## config.mk

```make
export PLATFORM = sky130hd
export DESIGN_NAME = mem_dump_reader
export DESIGN_NICKNAME = d
export VERILOG_FILES = /design/src/rtl/mem_dump_reader.sv
export SDC_FILE = /design/constraint.sdc
export NUM_CORES = 1
export LEC_CHECK = 0
export ABC_AREA = 1
export BUFFER_PORTS_ARGS = -buffer_cell sky130_fd_sc_hd__buf_2
export CAP_MARGIN = 10
export CORE_ASPECT_RATIO = 0.8
export CORE_MARGIN = 1
export CORE_UTILIZATION = 55
export CTS_CLUSTER_DIAMETER = 60
export DETAILED_ROUTE_END_ITERATION = 12
export GPL_ROUTABILITY_DRIVEN = 0
export GPL_TIMING_DRIVEN = 0
export PLACE_DENSITY = 0.87
export SETUP_SLACK_MARGIN = 0.4
export SLEW_MARGIN = 15
export SYNTH_ARGS = -nofsm -noshare
export SYNTH_HDL_FRONTEND = slang
export SYNTH_SLANG_ARGS = --single-unit
```

## constraint.sdc

```tcl
create_clock -name clock -period 4 [get_ports clock]
set_input_delay 0.4 -clock clock [delete_from_list [all_inputs] [get_ports clock]]
set_output_delay 0.4 -clock clock [all_outputs]
set_load 0.005 [all_outputs]
```

## src/rtl/mem_dump_reader.sv

```systemverilog
// ---------------------------------------------------------------------------
// mem_dump_reader
//
// Reads a contiguous range of words back out of the byte-banked unified
// memory (four 8-bit lanes, little-endian) through a dedicated read port.
// The words are streamed over a valid/ready interface. One read is in
// flight at a time. With the sink always ready, this gives one word every
// two cycles.
//
// Optional feature: define MEM_DUMP_CHECKSUM_EN to append one extra word
// after the data. That word holds the mod-2^32 sum of all data words that
// were handshaked. io_out_last then marks only the checksum word.
//
// Ports
//   clock               system clock, rising edge
//   reset               asynchronous, active-low reset
//   io_start            one-cycle dump request, honoured only when idle
//   io_base_addr        byte address of the first word (bits [1:0] ignored)
//   io_word_count       number of data words (0 = complete with no output)
//   io_rd_en            read strobe to all four lanes
//   io_rd_addr          word index presented to all four lanes
//   io_rd_data_0..3     lane bytes, valid one cycle after io_rd_en
//   io_out_valid        io_out_data holds a word
//   io_out_ready        sink accepts the word
//   io_out_data         assembled word {lane3, lane2, lane1, lane0}
//   io_out_last         final word of the dump
//   io_busy             high from the accepted start until DONE exits
//   io_done             one-cycle completion pulse
// ---------------------------------------------------------------------------
module mem_dump_reader #(
   parameter int ADDR_W = 14
) (
   input  logic              clock,
   input  logic              reset,
   input  logic              io_start,
   input  logic [63:0]       io_base_addr,
   input  logic [31:0]       io_word_count,
   output logic              io_rd_en,
   output logic [ADDR_W-1:0] io_rd_addr,
   input  logic [7:0]        io_rd_data_0,
   input  logic [7:0]        io_rd_data_1,
   input  logic [7:0]        io_rd_data_2,
   input  logic [7:0]        io_rd_data_3,
   output logic              io_out_valid,
   input  logic              io_out_ready,
   output logic [31:0]       io_out_data,
   output logic              io_out_last,
   output logic              io_busy,
   output logic              io_done
);

   typedef enum logic [2:0] {
      S_IDLE    = 3'd0,
      S_ISSUE   = 3'd1,
      S_CAPTURE = 3'd2,
      S_OUT     = 3'd3,
      S_DONE    = 3'd4
   } state_t;

   localparam logic [ADDR_W-1:0] IDX_ONE = {{(ADDR_W-1){1'b0}}, 1'b1};

   state_t            state_q, state_d;
   logic [ADDR_W-1:0] index_q, index_d;
   logic [31:0]       remaining_q, remaining_d;
   logic [31:0]       data_q, data_d;
`ifdef MEM_DUMP_CHECKSUM_EN
   logic [31:0]       sum_q, sum_d;
   logic              sum_phase_q, sum_phase_d;
`endif

   // Only the word-index field of the byte address is used.
   logic unused_addr_bits;
   assign unused_addr_bits = ^{io_base_addr[63:ADDR_W+2], io_base_addr[1:0]};

   // This is high on the final data word. The same term drives io_out_last
   // when no checksum is appended. It also stops the lookahead read.
   logic final_data;
   logic more_words;

   always_comb begin
      final_data = (remaining_q == 32'd1);
`ifdef MEM_DUMP_CHECKSUM_EN
      more_words = !sum_phase_q && !final_data;
`else
      more_words = !final_data;
`endif
   end

   // ------------------------------------------------------------------
   // State and datapath registers
   // ------------------------------------------------------------------
   always_ff @(posedge clock or negedge reset) begin
      if (!reset) begin
         state_q     <= S_IDLE;
         index_q     <= '0;
         remaining_q <= '0;
         data_q      <= '0;
`ifdef MEM_DUMP_CHECKSUM_EN
         sum_q       <= '0;
         sum_phase_q <= 1'b0;
`endif
      end else begin
         state_q     <= state_d;
         index_q     <= index_d;
         remaining_q <= remaining_d;
         data_q      <= data_d;
`ifdef MEM_DUMP_CHECKSUM_EN
         sum_q       <= sum_d;
         sum_phase_q <= sum_phase_d;
`endif
      end
   end

   // ------------------------------------------------------------------
   // Next state
   // ------------------------------------------------------------------
   always_comb begin
      state_d = state_q;
      case (state_q)
         S_IDLE: begin
            if (io_start) begin
               state_d = (io_word_count != 32'd0) ? S_ISSUE : S_DONE;
            end
         end
         S_ISSUE:   state_d = S_CAPTURE;
         S_CAPTURE: state_d = S_OUT;
         S_OUT: begin
            if (io_out_ready) begin
`ifdef MEM_DUMP_CHECKSUM_EN
               if (sum_phase_q) begin
                  state_d = S_DONE;
               end else if (final_data) begin
                  // Stay in OUT. The checksum word replaces the data word.
                  state_d = S_OUT;
               end else begin
                  state_d = S_CAPTURE;
               end
`else
               state_d = final_data ? S_DONE : S_CAPTURE;
`endif
            end
         end
         S_DONE:  state_d = S_IDLE;
         default: state_d = S_IDLE;
      endcase
   end

   // ------------------------------------------------------------------
   // Datapath updates: index, word counter, output word, checksum
   // ------------------------------------------------------------------
   always_comb begin
      index_d     = index_q;
      remaining_d = remaining_q;
      data_d      = data_q;
`ifdef MEM_DUMP_CHECKSUM_EN
      sum_d       = sum_q;
      sum_phase_d = sum_phase_q;
`endif
      case (state_q)
         S_IDLE: begin
            if (io_start && (io_word_count != 32'd0)) begin
               index_d     = io_base_addr[ADDR_W+1:2];
               remaining_d = io_word_count;
`ifdef MEM_DUMP_CHECKSUM_EN
               sum_d       = '0;
               sum_phase_d = 1'b0;
`endif
            end
         end
         S_CAPTURE: begin
            data_d = {io_rd_data_3, io_rd_data_2, io_rd_data_1, io_rd_data_0};
         end
         S_OUT: begin
            if (io_out_ready) begin
`ifdef MEM_DUMP_CHECKSUM_EN
               if (!sum_phase_q) begin
                  sum_d = sum_q + data_q;
                  if (final_data) begin
                     data_d      = sum_q + data_q;
                     sum_phase_d = 1'b1;
                  end
               end
`endif
               if (more_words) begin
                  // The index wraps naturally at 2^ADDR_W.
                  index_d     = index_q + IDX_ONE;
                  remaining_d = remaining_q - 32'd1;
               end
            end
         end
         default: ;
      endcase
   end

   // ------------------------------------------------------------------
   // Outputs
   // ------------------------------------------------------------------
   always_comb begin
      io_rd_en     = 1'b0;
      io_rd_addr   = index_q;
      io_out_valid = (state_q == S_OUT);
      io_out_data  = data_q;
      io_busy      = (state_q != S_IDLE);
      io_done      = (state_q == S_DONE);
`ifdef MEM_DUMP_CHECKSUM_EN
      io_out_last  = (state_q == S_OUT) && sum_phase_q;
`else
      io_out_last  = (state_q == S_OUT) && final_data;
`endif
      case (state_q)
         S_ISSUE: io_rd_en = 1'b1;
         S_OUT: begin
            // On a handshake, read the next word in the same cycle.
            // The read then lands while the FSM is in CAPTURE.
            if (io_out_ready && more_words) begin
               io_rd_en   = 1'b1;
               io_rd_addr = index_q + IDX_ONE;
            end
         end
         default: ;
      endcase
   end

endmodule

```

Word-level counts from Yosys, hierarchy flattened:

Index checks and enable logic that the tools add are counted.

* output and inout port bits: 51
* bits of input ports: 132
* register bits: 81
* word-level logic and storage cells: 42

* add/subtract/negate cells: 2
* equality and inequality tests: 9
* reductions and logical operators: 10
* mux-type cells: 17

Operators by type and width (count)
* $mux W32: 3
* $mux W14: 5
* $pmux W32 S2: 1
* $eq A32 B1 Y1 const B: 1
* $reduce_bool A32 Y1: 1
* $sub A32 B1 Y32 const B: 1
* $pmux W14 S2: 1
* $add A14 B1 Y14 const B: 1
* $mux W3: 4
* $pmux W3 S4: 1
* $eq A3 B2 Y1 const B: 2
* $ne A2 B2 Y1 const B: 3
* $reduce_and A4 Y1: 1
* $eq A3 B1 Y1 const B: 1
* $eq A3 B3 Y1 const B: 1
* $logic_and A1 B1 Y1: 3
* $logic_not A3 Y1: 1
* $reduce_bool A3 Y1: 1
* $ne A2 B1 Y1 const B: 1
* $pmux W1 S2: 1
* $reduce_and A2 Y1: 1
* $reduce_bool A2 Y1: 1
* $logic_not A1 Y1: 1
* $mux W1: 1

Longest topological paths before layout:

Gate-level depths: netlist of the first run.

* depth in word-level cells: 5
* depth in mapped cells: 12
* mapped depth without buffers: 12

Worst setup path after synthesis of the first run:

Ideal clock, no wire load.

* path type: register to output
* start point: reg remaining_q[8]
* end point: out io_rd_addr[11]
* cell stages (with the launch flop): 11
* path slack: 2.036 ns
* path buffers: 1
* data required time: 3.600 ns
* arrival time: 1.564 ns
* cells stage by stage: dfrtp_1 nor2_2 nand2_2 nor2_4 nand3_2 nor2_2 nor2_1 nand2_4 inv_2 buf_2 o21ai_1

* word-level cells in the longest chain between the ends: 5

Ends and longest elaborated chain
* start: declaration: RTL line 64 `logic [31:0] remaining_q, remaining_d;`
* start signal: assignment: RTL line 105 `remaining_q <= remaining_d;`
* $eq A32 B1 Y1: RTL line 81 `final_data = (remaining_q == 32'd1);`
* $logic_not A1 Y1: RTL line 85 `more_words = !final_data;`
* $logic_and A1 B1 Y1: RTL line 215 `if (io_out_ready && more_words) begin`
* $mux W14: RTL line 215
* $mux W14: RTL line 210 `case (state_q)`
* end: declaration: RTL line 39 `output logic [ADDR_W-1:0] io_rd_addr,`

No other way between the ends.

Final worst setup path of the first run:

Same ends and word-level chain as after synthesis.

==> metrics.csv, run 1 <==
stage,metric,value,unit
critical_path,crit_slowest_cell,dfrtp_1,
synth,syn_inst,755,
timing,grt_setup_unrepaired,false,
route,wire_per_inst,14.2,um
layout,multi_input_area,0.00283,sq mm
power_and_ir_drop,p_comb_share,53.2,%
clock_network,clockRootBuffer,clkbuf_16,
power_and_ir_drop,p_int,0.00286,W
timing,max_freq,0.363,GHz
route,route.detailed.drc,0,
outcome,status,"complete, no violations",
placed_design,pre_cts_ws,1640,ps
placed_design,dp_hpwl,10900,um
layout,stdcell_count,1020,
hold_path,hold_start,io_rd_data_0[0],
power_and_ir_drop,switching_power,0.00243,W
route,first_pass_iters,6,
synth,avgSynthCellArea,6.90,sq um
critical_path,slowest_delay,420,ps
power_and_ir_drop,ir_drop,0.437,mV
clock_network,cts_buffer_depth,2,
timing,finalClockSkew,8.80,ps
timing,setup_viol,0,
critical_path,cp_cell_sequence,nor2_2 -> nand2_2 -> nor2_4 -> nand3_2 -> nor2_2 -> nor2_1 -> nand2_4 -> inv_2 -> buf_2 -> o21ai_1 -> buf_2,
layout,final_util,69.8,%
die,ios,183,
route,drt-initial-drc-count,599,
synth,syn_nets,890,
synth,ys_seq_elements,81,
route,ant_nets,0,
timing,worst_slack,1240,ps
route,num_vias,5429,
synth,synthArstFlopShare,100,%
power_and_ir_drop,swShare,45.9,%
critical_path,startpoint,remaining_q[8],
layout,antenna_cells,0,
critical_path,worstSetupPathType,flop to primary output,
timing,hold_viol,0,
die,num_rows,31,
critical_path,path_max_fanout,10,
global_route,grt_pass1_wl,23500,um
global_route,grt_pass1_vias,4899,
timing,worstMarginPinSlew,712,ps
synth,synth_area,0.00521,sq mm
clock_network,clk_pin_slew,70,ps
power_and_ir_drop,p_leak,3.41,nW
global_route,grt_use_total,30.5,%
timing,drv_slew,0,
timing,fin_setup_tns,0,ps
critical_path,start_kind,flop,
synth,ys_seq_area_share,38.9,%
critical_path,critPathRequiredTime,3600,ps
route,drt-vias-per-instance,5.32,
power_and_ir_drop,pwr-share-seq,30.4,%
clock_network,clock_sinks,81,
placed_design,portBuffers,132,
critical_path,r2r_start,remaining_q[2],
job,cap_violations,0,
die,initial_core_util,57.1,%
critical_path,end_kind,primary output,
global_route,grt_start_max_net_pins,61,
synth,ys_warn_count,0,
global_route,grt_overflow_total,0,
clock_network,clk_latency,350,ps
power_and_ir_drop,p_per_area,831,mW/mm^2
layout,layout.nets,1035,
die,coreArea,0.00911,sq mm
layout,final_cell_mix,"nand2_1 (342), buf_2 (133), nor2_1 (92), dfrtp_1 (81), inv_1 (48)",
timing,period_share,68.9,%
critical_path,r2r_setup_slack,1960,ps
layout,drive_gt1_share,23.4,%
power_and_ir_drop,clock_power_share,16.4,%
die,die_w,111,um
timing,slew_headroom,52.6,%
critical_path,worstPathArrival,2360,ps
hold_path,hp-class,input port to flop,
synth,netlist-cell-type-count,32,
layout,area_delta_synth_final,22.2,%
die,dieArea,0.00987,sq mm
clock_network,cts_made_buffers,9,
route,wl,14500,um
placed_design,dpl.cell_count,1003,
synth,synthFlopType,dfrtp_1,
synth,synth-edff-count,0,
layout,layout_commonest_cell,nand2_1,
layout,regArea,0.00203,sq mm
timing,fin_crit,2760,ps
clock_network,cts_max_level,3,
die,fp.dieH,89.0,um
clock_network,tritoncts,built,
global_route,antenna_found_initial,0,
layout,final.fill_count,772,
final cells by class:
| type | instances | area share, % |
|---|---|---|
| tap | 115 | 2.26 |
| inverter | 53 | 3.13 |
| sequential | 81 | 31.9 |
| clock buffer | 9 | 3.54 |
| clock inverter | 7 | 1.34 |
| timing repair buffer | 134 | 11.0 |
| multi-input combinational | 598 | 44.5 |
| buffer | 23 | 2.34 |
cell families after synthesis:
family / Yosys count / share of synthesized area [%]
AO/OA/AOI/OAI: 45 / 4.80
XOR/XNOR: 17 / 2.86
adder cells (fa/ha/maj): 3 / 0.721
buffers and inverters: 76 / 6.68
flip-flops: 81 / 38.9
multiplexers: 32 / 6.92
AND/OR/NAND/NOR: 501 / 39.1
per-stage QoR:
stage	total power [W]	instance area [sq um]	hold WS [ps]
finish	0.00529	6360	279
global route	0.00574	6360	271
CTS	0.00526	6360	272
detailed placement	0.00436	6040	315
global placement	0.00427	6010	482
floorplan	0.00348	5210	104
timing repair:
action                                  in CTS  in global routing
endpoints found under the setup margin       0                  0
hold buffers                                 1                  0
endpoints found under the hold margin       21                  0
resized for setup                            0                  0
setup buffers                                0                  0
per-layer routing:
layer	vias up	track usage (%)	part of all wire [%]
met5	-	0	0
met4	0	11.4	2.5
met3	37	8.14	9.7
met2	278	45.0	42
met1	2449	43.4	45
li1	2665	-	-
synth_stat cells (4+ instances only):
cell type,number,area share [%]
buf_6,8,1.7
clkbuf_1,13,0.94
dfrtp_1,81,39
inv_1,48,3.5
inv_2,5,0.36
mux2_2,32,6.9
nand2_1,342,25
nand2_2,4,0.48
nand3_1,35,3.4
nand4_1,9,1.1
nor2_1,92,6.6
nor2_2,4,0.48
nor3_1,5,0.48
o21ai_0,27,2.6
o21ai_1,6,0.58
o21bai_1,4,0.58
xnor2_1,4,0.67
xor2_1,13,2.2
worst max-delay path: cells and delay by family (launching register included):
kind	cells	cell delay, ps
AOI/OAI and AO/OA	1	180
and+or+nand+nor	7	1010
DFF	1	420
buffers and inverters	3	380
registers in the layout (all words and copies together), names as in the netlist:
register	cells
index_q	14
state_q	3
remaining_q	32
io_out_data	32
worst paths after layout:
kind,endpoint,cells after the start
worst max-delay path,io_rd_addr[11],11
worst min-delay path,io_out_data[0],2
worst max register to register,remaining_q[13],10
worst min register to register,io_out_data[5],1
max in group asynchronous,io_out_data[26],3
min in group asynchronous,remaining_q[21],2
power groups by stage:
| stage | sequential (W) | clock (W) | combinational [W] |
|---|---|---|---|
| after global placement | 0.00158 | 0 | 0.00268 |
| after detailed placement | 0.00160 | 0 | 0.00276 |
| after CTS | 0.00159 | 0.000875 | 0.00279 |
| after floorplan | 0.00155 | 0 | 0.00193 |
| after global routing | 0.00166 | 0.000907 | 0.00317 |
| final | 0.00161 | 0.000867 | 0.00281 |
Note: power is estimated with default switching activity, not from simulation.
==> run 2: changes to the inputs <==
--- a/config.mk
+++ b/config.mk
@@ -10,12 +10,12 @@
 export CAP_MARGIN = 10
 export CORE_ASPECT_RATIO = 0.8
 export CORE_MARGIN = 1
-export CORE_UTILIZATION = 55
+export CORE_UTILIZATION = 51
 export CTS_CLUSTER_DIAMETER = 60
 export DETAILED_ROUTE_END_ITERATION = 12
 export GPL_ROUTABILITY_DRIVEN = 0
 export GPL_TIMING_DRIVEN = 0
-export PLACE_DENSITY = 0.87
+export PLACE_DENSITY = 0.81
 export SETUP_SLACK_MARGIN = 0.4
 export SLEW_MARGIN = 15
 export SYNTH_ARGS = -nofsm -noshare
==> constraint.sdc (replaced) <==
create_clock -name clock -period 2.7 [get_ports clock]
set_input_delay 0.27 -clock clock [delete_from_list [all_inputs] [get_ports clock]]
set_output_delay 0.27 -clock clock [all_outputs]
set_load 0.005 [all_outputs]
==> run 2 against run 1 <==
Effect of this change: first-iteration DRC count shrank 3.8%; worst hold slack lost 120 ps; critical path depth is the same; clock power grew 67%; routed wire length grew 6.0%; combinational power grew 64%; final area grew 6.6%; sequential share of layout area shrank 1.9 points; highest routed layer unchanged.
==> metrics.csv, run 2 (same netlist as run 1, synthesis figures left out) <==
stage,metric,value,unit,change
critical_path,cp_cell_sequence,nor2_2 -> nand2_2 -> nor2_4 -> nand3_2 -> nor2_4 -> nor2_2 -> nand2_4 -> inv_4 -> buf_8 -> o21ai_2 -> buf_2,,
power_and_ir_drop,ir_drop,0.601,mV,+37%
route,drt-initial-drc-count,576,,-3.8%
critical_path,worstPathArrival,1990,ps,-370 ps
route,route.detailed.drc,0,,unchanged
timing,worstMarginPinSlew,677,ps,-34.6 ps
timing,grt_setup_unrepaired,true,,
layout,final.fill_count,838,,+8.5%
layout,antenna_cells,0,,unchanged
critical_path,path_max_fanout,5,,-5
layout,layout.nets,1059,,+2.3%
timing,fin_crit,2260,ps,
critical_path,end_kind,primary output,,
placed_design,dpl.cell_count,1024,,+2.1%
critical_path,crit_family,simple AND/OR/NAND/NOR gates,,
timing,period_share,83.9,%,
critical_path,r2r_cells,10,,unchanged
layout,final_util,69.5,%,-0.36 points
clock_network,clk_latency,340,ps,about the same
route,num_vias,5582,,+2.8%
clock_network,cts_made_buffers,9,,unchanged
power_and_ir_drop,p_leak,3.58,nW,+4.9%
hold_path,min_path_cells,2,,unchanged
job,cap_violations,0,,unchanged
clock_network,tritoncts,built,,
route,wl,15400,um,+6.0%
timing,slew_headroom,54.9,%,+2.3 points
die,ios,183,,unchanged
timing,fin_setup_tns,0,ps,unchanged
global_route,grt_overflow_total,0,,unchanged
layout,regArea,0.00204,sq mm,+0.43%
die,coreArea,0.00977,sq mm,+7.2%
global_route,antenna_found_initial,0,,unchanged
layout,drive_gt1_share,29.5,%,+6.1 points
route,wire_per_inst,14.4,um,+1.5%
critical_path,start_kind,flop,,
critical_path,critPathRequiredTime,2430,ps,-1170 ps
clock_network,clk_pin_slew,60,ps,about the same
route,drt-vias-per-instance,5.24,,-1.5%
die,initial_core_util,53.3,%,-3.8 points
route,first_pass_iters,6,,unchanged
placed_design,portBuffers,132,,unchanged
timing,setup_viol,0,,unchanged
global_route,grt_pass1_wl,24300,um,+3.1%
layout,multi_input_area,0.00296,sq mm,+4.4%
placed_design,dp_hpwl,10900,um,+0.35%
clock_network,cts_max_level,3,,unchanged
die,fp.dieH,92.4,um,+3.8%
clock_network,clockRootBuffer,clkbuf_16,,
critical_path,worstSetupPathType,flop to primary output,,
die,num_rows,32,,+3.2%
outcome,status,"complete, no violations",,
global_route,grt_start_max_net_pins,51,,-16%
layout,area_delta_synth_final,30.3,%,
global_route,grt_pass1_vias,5094,,+4.0%
die,die_w,115,um,+3.8%
die,dieArea,0.0106,sq mm,+7.7%
power_and_ir_drop,p_per_area,1250,mW/mm^2,+50%
critical_path,slowest_delay,400,ps,-20 ps
clock_network,clock_sinks,81,,unchanged
critical_path,crit_slowest_cell,dfrtp_1,,
layout,final_cell_mix,"nand2_1 (338), buf_2 (131), nor2_1 (77), dfrtp_1 (74), inv_1 (46)",,
global_route,grt_use_total,29.6,%,-0.93 points
hold_path,hp-class,input port to flop,,
critical_path,cp.depth,11,,unchanged
clock_network,cts_buffer_depth,2,,unchanged
layout,layout_commonest_cell,nand2_1,,
timing,max_freq,0.442,GHz,
critical_path,r2r_setup_slack,520,ps,-1440 ps
route,ant_nets,0,,unchanged
timing,drv_slew,0,,unchanged
layout,stdcell_count,1065,,+4.4%
timing,finalClockSkew,6.96,ps,-1.84 ps
timing,hold_viol,0,,unchanged
critical_path,worst-path-buf-inv,3,,unchanged
run 2: changes by cell type in the layout (fill, tap and decap cells not counted), moves of 3 or more:
cell	change
buf_4	+23
nand2_2	+3
nor2_2	+7
nor2_4	+8
o21ai_2	+5
nand2_1	-4
nor2_1	-15
dfrtp_1	-7
o21ai_1	-5
dfrtp_2	+7
run 2: per-stage QoR:
stage	hold WS (ps)	power [W]	setup WS [ps]	instance area (sq um)
2_1_floorplan	-25.6	0.00515	866	5210
3_3_place_gp	483	0.00636	472	6040
3_5_place_dp	254	0.00645	445	6070
4_1_cts	150	0.00817	402	6600
5_1_grt	153	0.00911	348	6790
6_report	154	0.00847	435	6790
run 2: metal layers:
layer | vias to the layer above | share of wire, % | GRT usage [%]
li1 | 2704 | - | -
met5 | - | 0 | 0
met2 | 286 | 45 | 45.7
met3 | 35 | 9.3 | 6.22
met1 | 2557 | 44 | 41.3
met4 | 0 | 2.1 | 9.96
run 2: final timing paths:
kind | startpoint | to
hold / removal | io_rd_data_1[0] | io_out_data[8]
min in group asynchronous | reset | remaining_q[25]
max in group asynchronous | reset | remaining_q[5]
setup / recovery | remaining_q[21] | io_rd_addr[8]
hold reg to reg | io_out_data[13] | io_out_data[13]
setup reg to reg | remaining_q[4] | remaining_q[13]
run 2: power by group:
group | total, W | internal (W) | switching [W]
clock | 0.00145 | 0.000932 | 0.000516
sequential | 0.00240 | 0.00184 | 0.000561
combinational | 0.00462 | 0.00193 | 0.00269
run 2: layout make-up:
type                    instances  share of cell area (%)
flip-flops and latches         81                    30.0
repair buffers                158                    13.2
clock inverters                 6                    1.70
clock buffers                  10                    3.52
inverters                      53                    2.97
well taps                     136                    2.51
plain buffers                  23                    2.47
multi-input cells             598                    43.6
run 2: timing repair:
item	4_1_cts	5_1_grt
hold buffers	1	0
hold endpoints to repair	31	0
buffers inserted	14	9
gates resized for setup	21	34
endpoints found under the setup margin	15	16
pin swaps	5	7
cloned	0	1
==> run 3: changes to the inputs <==
--- a/config.mk
+++ b/config.mk
@@ -10,12 +10,12 @@
 export CAP_MARGIN = 10
 export CORE_ASPECT_RATIO = 0.8
 export CORE_MARGIN = 1
-export CORE_UTILIZATION = 51
+export CORE_UTILIZATION = 46
 export CTS_CLUSTER_DIAMETER = 60
 export DETAILED_ROUTE_END_ITERATION = 12
 export GPL_ROUTABILITY_DRIVEN = 0
 export GPL_TIMING_DRIVEN = 0
-export PLACE_DENSITY = 0.81
+export PLACE_DENSITY = 0.78
 export SETUP_SLACK_MARGIN = 0.4
 export SLEW_MARGIN = 15
 export SYNTH_ARGS = -nofsm -noshare
==> constraint.sdc (replaced) <==
create_clock -name clock -period 2 [get_ports clock]
set_input_delay 0.2 -clock clock [delete_from_list [all_inputs] [get_ports clock]]
set_output_delay 0.2 -clock clock [all_outputs]
set_load 0.005 [all_outputs]
==> run 3 against run 2 <==
Effect of this change: total power increased by 45%; sequential power is 36% higher; via count up 5.0%; clock power is 17% higher; worst hold slack got worse by 60 ps; the run now ends with negative setup slack left; cell count grew 4.7%; sequential share of layout area shrank 1.9 points; combinational power grew 59%; clock skew increased by 1.1 ps; core utilization decreased by 3.1 points; routed wire length is 14% higher.
==> metrics.csv, run 3 (same netlist as run 1, synthesis figures left out) <==
stage,metric,value,unit,change
route,num_vias,5862,,+5.0%
clock_network,clock_sinks,81,,unchanged
power_and_ir_drop,ir_drop,0.816,mV,+36%
layout,regArea,0.00204,sq mm,about the same
timing,hold_viol,0,,unchanged
die,num_rows,34,,+6.3%
job,cap_violations,0,,unchanged
power_and_ir_drop,p_leak,3.83,nW,+6.9%
layout,final.fill_count,880,,+5.0%
route,route.detailed.drc,0,,unchanged
clock_network,cts_max_level,3,,unchanged
layout,final_cell_mix,"nand2_1 (331), buf_2 (131), dfrtp_1 (73), nor2_1 (71), buf_4 (55)",,
die,ios,183,,unchanged
timing,grt_setup_unrepaired,true,,
clock_network,cts_made_buffers,9,,unchanged
die,fp.dieH,97.2,um,+5.2%
critical_path,path_max_fanout,7,,+2
layout,layout.nets,1100,,+3.9%
critical_path,end_kind,primary output,,
critical_path,r2r_setup_slack,-70,ps,-590 ps
die,die_w,121,um,+5.2%
critical_path,critPathRequiredTime,1800,ps,-630 ps
timing,worst_slack,-305,ps,-740 ps
power_and_ir_drop,p_per_area,1700,mW/mm^2,+36%
critical_path,r2r_start,remaining_q[28],,
timing,fin_crit,2300,ps,
placed_design,portBuffers,132,,unchanged
critical_path,critPathCapture,io_rd_addr[9],,
route,drt-initial-drc-count,612,,+6.3%
global_route,grt_use_total,29.5,%,-0.076 points
timing,period_share,115,%,
die,dieArea,0.0118,sq mm,+11%
clock_network,cts_buffer_depth,2,,unchanged
die,coreArea,0.0109,sq mm,+12%
route,ant_nets,0,,unchanged
global_route,grt_pass1_wl,27200,um,+12%
timing,drv_slew,0,,unchanged
route,wire_per_inst,15.7,um,+8.7%
timing,fin_setup_tns,-5610,ps,-5610 ps
global_route,grt_start_max_net_pins,61,,+20%
route,wl,17500,um,+14%
clock_network,clk_latency,340,ps,about the same
die,initial_core_util,47.6,%,-5.7 points
placed_design,dpl.cell_count,1032,,+0.78%
timing,finalClockSkew,8.05,ps,+1.09 ps
outcome,violations,negative setup slack,,
layout,drive_gt1_share,35.5,%,+6.0 points
timing,max_freq,0.434,GHz,
global_route,grt_overflow_total,0,,unchanged
route,first_pass_iters,5,,-1
route,drt-vias-per-instance,5.26,,+0.31%
layout,layout_commonest_cell,nand2_1,,
critical_path,r2r-end,remaining_q[7],,
critical_path,worstSetupPathType,flop to primary output,,
clock_network,clk_pin_slew,70,ps,about the same
power_and_ir_drop,total_power,0.0123,W,+45%
placed_design,dp_hpwl,11300,um,+3.0%
timing,slew_headroom,60.6,%,+5.7 points
timing,worstMarginPinSlew,591,ps,-86.1 ps
layout,stdcell_count,1115,,+4.7%
critical_path,r2r_cells,14,,+4
layout,area_delta_synth_final,39.3,%,
clock_network,tritoncts,built,,
clock_network,clockRootBuffer,clkbuf_16,,
critical_path,startpoint,remaining_q[28],,
layout,final_util,66.4,%,-3.1 points
timing,setup_viol,57,,+57
critical_path,start_kind,flop,,
global_route,antenna_found_initial,1,,+1
layout,multi_input_area,0.00308,sq mm,+4.3%
hold_path,hp-class,input port to flop,,
global_route,grt_pass1_vias,5468,,+7.3%
critical_path,worstPathArrival,2100,ps,+110 ps
outcome,status,"complete, but fails checks",,
run 3: worst max-delay path, stage by stage (launching register included):
cell       delay (ps)
dfrtp_1           440
inv_2              80
nand2_2            70
nor3_2            190
nand3_2           140
nor2_4            180
nor2_4             50
nand2_4           140
inv_6              60
clkbuf_16         150
o21ai_2           120
buf_2             130
run 3: repair_timing:
| action | CTS | global route |
|---|---|---|
| cloned | 5 | 1 |
| setup endpoints to repair | 93 | 94 |
| setup buffers | 37 | 22 |
| pin swaps | 12 | 18 |
| hold buffers | 1 | 0 |
| endpoints found under the hold margin | 21 | 0 |
| resized for setup | 53 | 49 |
run 3: power by group:
part / switching (W) / leakage (nW) / internal [W]
clock network: 0.000723 / 0.146 / 0.000979
registers: 0.000776 / 0.974 / 0.00249
logic: 0.00411 / 2.71 / 0.00322
run 3: routing by layer:
metal	up-vias	part of all wire (%)	GRT usage (%)
li1	2792	-	-
met1	2709	42	41.8
met2	314	46	44.8
met3	47	9.7	6.98
met4	0	2.6	8.45
met5	-	0	0
run 3: cell type report:
class,count,area share [%]
Antenna cell,1,0.0345
Buffer,23,2.86
Clock buffer,9,3.10
Clock inverter,7,1.07
Inverter,53,2.81
Multi-Input combinational cell,600,42.5
Sequential cell,81,28.1
Tap cell,144,2.48
Timing Repair Buffer,197,17.0
run 3: stage by stage:
step / worst slack [ps] / instance area, sq um / hold WS, ps
global route: -363 / 7250 / 92.9
global placement: 5.68 / 6090 / 431
finish: -305 / 7250 / 94.5
floorplan: 352 / 5250 / -95.6
detailed placement: -3.69 / 6120 / 123
CTS: -189 / 6930 / 88.7
run 3: how the worst min path moves through the flow:
stage,depth (start not counted),slack [ps],to,startpoint
CTS,2,90,io_out_data[1],io_rd_data_0[1]
finish,2,90,io_out_data[1],io_rd_data_0[1]
detailed placement,1,120,index_q[4],reset
global route,2,90,io_out_data[8],io_rd_data_1[0]
global placement,2,430,io_out_data[30],io_rd_data_3[6]
floorplan,0,-100,index_q[0],reset
